--- src/rtl/alu_result_stage.sv ---
// Two-entry result buffer behind the ALU: stores result, opcode and status flags, and
// delivers them over valid/ready while counting handshakes. Optional macro: ALU_RESULT_FLAGS_EN.
module alu_result_stage #(
  parameter int N     = 32,
  parameter int CNT_W = 16
) (
  input  logic             clk,
  input  logic             rst_n,
  input  logic             in_valid,
  output logic             in_ready,
  input  logic [N-1:0]     in_data,
  input  logic [2:0]       in_aop,
  output logic             out_valid,
  input  logic             out_ready,
  output logic [N-1:0]     out_data,
  output logic [2:0]       out_aop,
  output logic             out_illegal,
  output logic             out_zero,
  output logic             out_neg,
  output logic [CNT_W-1:0] out_count
);

  function automatic logic f_illegal(input logic [2:0] aop);
    return (aop == 3'b010) || (aop == 3'b111);
  endfunction

  logic [N-1:0]     r_data [2];
  logic [2:0]       r_aop  [2];
  logic             r_ill  [2];
  logic             r_wptr;
  logic             r_rptr;
  logic [1:0]       r_occ;
  logic [CNT_W-1:0] r_count;

  logic w_push;
  logic w_pop;

  // Handshake decisions depend only on registered occupancy.
  assign in_ready  = (r_occ != 2'd2);
  assign out_valid = (r_occ != 2'd0);
  assign w_push    = in_valid && in_ready;
  assign w_pop     = out_valid && out_ready;

  always_ff @(posedge clk or negedge rst_n) begin
    if (!rst_n) begin
      r_wptr  <= 1'b0;
      r_rptr  <= 1'b0;
      r_occ   <= 2'd0;
      r_count <= '0;
    end else begin
      if (w_push) r_wptr <= ~r_wptr;
      if (w_pop) begin
        r_rptr  <= ~r_rptr;
        r_count <= r_count + CNT_W'(1);
      end
      case ({w_push, w_pop})
        2'b10:   r_occ <= r_occ + 2'd1;
        2'b01:   r_occ <= r_occ - 2'd1;
        default: r_occ <= r_occ;
      endcase
    end
  end

  // Storage is cleared on reset so the head fields read zero while empty after reset.
  always_ff @(posedge clk or negedge rst_n) begin
    if (!rst_n) begin
      for (int i = 0; i < 2; i++) begin
        r_data[i] <= '0;
        r_aop[i]  <= 3'b000;
        r_ill[i]  <= 1'b0;
      end
    end else if (w_push) begin
      r_data[r_wptr] <= in_data;
      r_aop[r_wptr]  <= in_aop;
      r_ill[r_wptr]  <= f_illegal(in_aop);
    end
  end

  assign out_data    = r_data[r_rptr];
  assign out_aop     = r_aop[r_rptr];
  assign out_illegal = r_ill[r_rptr];
  assign out_count   = r_count;

`ifdef ALU_RESULT_FLAGS_EN
  function automatic logic f_zero(input logic [N-1:0] d);
    return (d == '0);
  endfunction

  logic r_zero [2];
  logic r_neg  [2];

  // Flags are captured with the entry, never recomputed from out_data.
  always_ff @(posedge clk or negedge rst_n) begin
    if (!rst_n) begin
      for (int i = 0; i < 2; i++) begin
        r_zero[i] <= 1'b0;
        r_neg[i]  <= 1'b0;
      end
    end else if (w_push) begin
      r_zero[r_wptr] <= f_zero(in_data);
      r_neg[r_wptr]  <= in_data[N-1];
    end
  end

  assign out_zero = r_zero[r_rptr];
  assign out_neg  = r_neg[r_rptr];
`else
  assign out_zero = 1'b0;
  assign out_neg  = 1'b0;
`endif

endmodule
--- config.mk ---
export PLATFORM = sky130hd
export DESIGN_NAME = alu_result_stage
export DESIGN_NICKNAME = d
export VERILOG_FILES = /design/src/rtl/alu_result_stage.sv
export SDC_FILE = /design/constraint.sdc
export NUM_CORES = 1
export LEC_CHECK = 0
export CAP_MARGIN = 20
export CORE_MARGIN = 5
export CORE_UTILIZATION = 45
export DETAILED_ROUTE_END_ITERATION = 7
export GPL_TIMING_DRIVEN = 0
export PLACE_DENSITY = 0.76
export REMOVE_ABC_BUFFERS = 1
export SLEW_MARGIN = 10
export SYNTH_ARGS = -nofsm -noshare
export SYNTH_HDL_FRONTEND = slang
export SYNTH_SLANG_ARGS = --single-unit
--- constraint.sdc ---
create_clock -name clk -period 1.55 [get_ports clk]
set_clock_uncertainty 0.05 [all_clocks]
set_input_delay 0.31 -clock clk [delete_from_list [all_inputs] [get_ports clk]]
set_output_delay 0.31 -clock clk [all_outputs]
set_load 0.03 [all_outputs]
# Word level (Yosys, flattened, before mapping)
# Cells that the tools add are included.
# W data, S select, Z words.
[totals] ff_bits=92 in_bits=39
[classes] n_addsub=3 order_cmp=3 eq_ne=5 mux=19 bitwise=4 n_reduce_logical=6
[op_table] cell="$mux W32" n=4
[op_table] cell="$bwmux W64" n=1
[op_table] cell="$demux W32 S1" n=1
[op_table] cell="$add A16 B1 Y16 const B" n=1
[op_table] cell="$mux W3" n=4
[op_table] cell="$bwmux W6" n=1
[op_table] cell="$ge A2 B2 Y1 const B" n=2
[op_table] cell="$mux W1" n=4
[op_table] cell="$not A1 Y2" n=2
[op_table] cell="$pmux W2 S2" n=1
[op_table] cell="$reduce_bool A2 Y1" n=2
[op_table] cell="$demux W3 S1" n=1
[op_table] cell="$eq A3 B2 Y1 const B" n=1
[op_table] cell="$eq A3 B3 Y1 const B" n=1
[op_table] cell="$logic_and A1 B1 Y1" n=3
[op_table] cell="$add A2 B1 Y2 const B" n=1
[op_table] cell="$bwmux W2" n=1
[op_table] cell="$eq A2 B1 Y1 const B" n=1
[op_table] cell="$eq A2 B2 Y1 const B" n=1
[op_table] cell="$lt A2 B1 Y1 const B" n=1
[op_table] cell="$ne A2 B2 Y1 const B" n=1
[op_table] cell="$not A1 Y1" n=2
[op_table] cell="$sub A2 B1 Y2 const B" n=1
[op_table] cell="$demux W1 S1" n=1
[op_table] cell="$logic_or A1 B1 Y1" n=1

# Logic depth before layout (Yosys ltp)
[logic_depth] depth_word=6 mapped_depth=6

# Worst setup path before layout
# No wires, ideal clock.
[synth_path] kind="register to output" start="reg r_rptr" end="out out_illegal" arrival_ns=1.419 setup_slack_ns=-0.229 path_stages_with_launch=4 path_buffers=2 cell_sequence="dfrtp_1 > buf_2 > buf_2 > o21ai_0"
[synth_via] elab_chain_cells=4
[synth_rtl] element="from (decl)" line="31" rtl="logic r_rptr;"
[synth_rtl] element="from (signal assigned)" line="53" rtl="r_rptr <= ~r_rptr;"
[synth_rtl] element="$not A1 Y2 (implied by the code)" line="81" rtl="assign out_illegal = r_ill[r_rptr];"
[synth_rtl] element="$mux W1 (implied by the code) (3 in series)" line="81"
[synth_rtl] element="to (decl)" line="17" rtl="output logic out_illegal,"
# No other way between the ends. The select of a mux whose other input is x is not followed.

# Worst setup path in the final report
[layout_path] start="reg r_rptr" end="out out_data[4]"
[layout_via] elab_chain_cells=4
[layout_rtl] element="$not A1 Y2 (implied by the code)" line="79" rtl="assign out_data = r_data[r_rptr];"
[layout_rtl] element="$mux W32 (implied by the code) (3 in series)" line="79"
[layout_rtl] element="to (decl)" line="15" rtl="output logic [N-1:0] out_data,"
# No other way between the ends. The select of a mux whose other input is x is not followed.

==> impl_metrics.env <==
export IMPL_status="finished, violations left"
export IMPL_violations="negative setup slack"
export IMPL_p_total_w=0.0145
export IMPL_cts_buffers=9
export IMPL_grt_max_degree=65
export IMPL_final_cells=518
export IMPL_std_cell_rows=35
export IMPL_yosysTopAreaCell="dfrtp_1"
export IMPL_wl_per_cell_um=19.5
export IMPL_area_delta_synth_final_pct=44.4
export IMPL_drive_above_1_share_pct=56.0
export IMPL_initial_core_util_pct=45.7
export IMPL_worst_ep_arrival_time_ns=1.52
export IMPL_grt_use_total_pct=17.4
export IMPL_yosysSeqAreaShare_pct=55.0
export IMPL_synthTopCellsByCount="dfrtp_1, mux2_2, mux2_4, xnor2_1, nand2_1"
export IMPL_worstSetupPathType="flop to output port"
export IMPL_fmax_ghz=0.533
export IMPL_ys_ff_latch=92
export IMPL_p_sw_share_pct=37.8
export IMPL_cellPowerDensity_mw_per_mm2=2410
export IMPL_tns_ns=-11.65
export IMPL_p_int_w=0.00904
export IMPL_yosys_most_used_dff="dfrtp_1"
export IMPL_finalHoldViolCount=0
export IMPL_ant_nets=0
export IMPL_die_h_um=106
export IMPL_dr_pass1_iters=4
export IMPL_gp_congestion=0.789
export IMPL_period_minus_slack_ns=1.88
export IMPL_core_region_area_mm2=0.00915
export IMPL_grt_pass1_wl_mm=15.5
export IMPL_vdd_drop_max_mv=1.56
export IMPL_h_tree_depth=3
export IMPL_worstPathRequired_ns=1.19
export IMPL_setup_viol=79
export IMPL_p_sw_w=0.00549
export IMPL_slowest_delay_ns=0.53
export IMPL_regArea_mm2=0.00231
export IMPL_path_cells="buf_12 > mux2_4 > buf_6"
export IMPL_yosysMostFrequentCell="dfrtp_1"
export IMPL_clockPowerShare_pct=11.3
export IMPL_synth_warnings=0
export IMPL_cts_tree="built"
export IMPL_netlist_area_mm2=0.00418
export IMPL_hpwl_mm=5.57
export IMPL_port_buffers=92
export IMPL_startpoint="r_rptr"
export IMPL_num_vias=2665
export IMPL_min_path_type="input pin to async pin"
export IMPL_grt_pass1_vias=2979
export IMPL_async_flop_share_pct=100
export IMPL_drc=0
export IMPL_critPathLaunchType="flop"
export IMPL_cp_slowest_cell="dfrtp_4"
export IMPL_synth_cell_types=32
export IMPL_nNetsFinal=443
export IMPL_place_inst=469
export IMPL_root_buffer="clkbuf_8"
export IMPL_synth_edf_count=0
export IMPL_comb_power_share_pct=59.0
export IMPL_drt_iter0_drc=70
export IMPL_postSynthAreaPerCell_um2=15.2
export IMPL_cp_max_fo=12
export IMPL_synth_top_cell_area_share_pct=55.0
export IMPL_routed_via_density=5.14
export IMPL_setup_ws_ns=-0.326
export IMPL_cts_path_max_buffers=2
export IMPL_grt_overflow_total=0
export IMPL_rsz0062_at_grt="yes"
export IMPL_slew_violations=0
export IMPL_ios=95
export IMPL_finalCritPeriodShare_pct=121
export IMPL_maxCapViolations=0
export IMPL_diodes=0
export IMPL_multiInputGateArea_mm2=0.00200
export IMPL_ys_top_cells_by_area="dfrtp_1, mux2_2, mux2_4"
export IMPL_postSynthCellCount=275
export IMPL_end_kind="output port"
export IMPL_die_w_um=106
export IMPL_dieArea_mm2=0.0113
export IMPL_cts_clk_slew_worst_paths_ns=0.10
export IMPL_p_leak_nw=2.79
export IMPL_cts_sinks=92
export IMPL_fin_util_pct=66.0
export IMPL_antenna_found_initial=0
export IMPL_timing_rr_start="r_occ[1]"
export IMPL_p_seq_share_pct=29.7
export IMPL_clock_latency_ns=0.35
export IMPL_wl_mm=10.1
export IMPL_fillCellCount=664
[routing by layer]
| metal | GRT usage [%] | wire, um |
|---|---|---|
| met5 | 0 | 0 |
| met3 | 6.50 | 595 |
| met4 | 3.11 | 75 |
| met2 | 28.5 | 4940 |
| met1 | 22.4 | 4510 |
[registers in the layout (all words and copies together), names as in the netlist]
signal / flops
r_ill: 2
r_occ: 2
out_count: 16
r_rptr: 1
r_wptr: 1
r_data: 64
r_aop: 6
[layout by cell type (no fill, tap or decap), drive strengths merged, types with 3 or more instances in the layout]
cell type / netlist / routed
mux2: 105 / 105
clkdlybuf4s50: 0 / 36
clkdlybuf4s15: 0 / 10
nor2: 3 / 4
xor2: 3 / 3
buf: 11 / 67
clkbuf: 1 / 21
dfrtp: 92 / 92
o21ai: 3 / 3
nand4: 3 / 3
xnor2: 18 / 18
inv: 2 / 3
nand2: 14 / 14
nand3: 6 / 7
[cell families (layout without fill, tap and decap cells)]
kind of cell               after synthesis  count (layout)  synth area share, %
AOI/OAI and AO/OA                        4               4                0.718
xor gates and xnor gates                21              21                 4.40
adders and majority gates                2               2                0.598
buffers and inverters                   14             143                 2.87
DFF                                     92              92                 55.0
muxes                                  106             106                 31.0
other                                    1               2               0.0897
and+or+nand+nor                         35              37                 5.26
[worst paths after layout]
kind	endpoint	slack, ns	cells after the start
worst max-delay path	out_data[4]	-0.33	3
worst min-delay path	out_count[11]	0.38	2
worst max register to register	r_data[11]	-0.06	5
worst min register to register	out_count[15]	0.44	1
max in group asynchronous	r_data[27]	0.41	3
min in group clk	out_count[15]	0.44	1
[layout make-up]
type,count,share of cell area (%)
clock inverter,5,0.994
timing repair buffer,125,22.9
multi-input combinational,172,33.1
sequential,92,38.3
inverter,2,0.124
clock buffer,11,2.34
tap,111,2.30
[metrics by stage]
step / hold WS (ns) / setup slack, ns / cell area [um^2]
3_5_place_dp: 0.222 / -0.688 / 5180
5_1_grt: 0.403 / -0.366 / 6040
2_1_floorplan: -0.0356 / -0.460 / 4070
4_1_cts: 0.370 / -0.412 / 5640
3_3_place_gp: 0.414 / -3.20 / 5130
6_report: 0.382 / -0.326 / 6040
[critical path, delay by kind of cell, from the launching register on]
family,cells,cell delay (ns)
buf+inv,2,0.31
flops,1,0.53
mux,1,0.32
[power by group through the flow]
stage	Clock (W)	Combinational [W]	Sequential [W]
floorplan	0	0.00443	0.00430
global placement	0	0.00666	0.00434
detailed placement	0	0.00689	0.00431
CTS	0.00168	0.00757	0.00425
global route	0.00177	0.00902	0.00446
finish	0.00164	0.00858	0.00432
[timing repair]
item | 4_1_cts | 5_1_grt
buffers inserted | 17 | 8
hold buffers | 1 | 0
gates resized for setup | 293 | 92
hold endpoints to repair | 28 | 0
endpoints found under the setup margin | 132 | 112
cloned | 3 | 5
pin swaps | 6 | 7
Note: power is estimated with default switching activity, not from simulation.
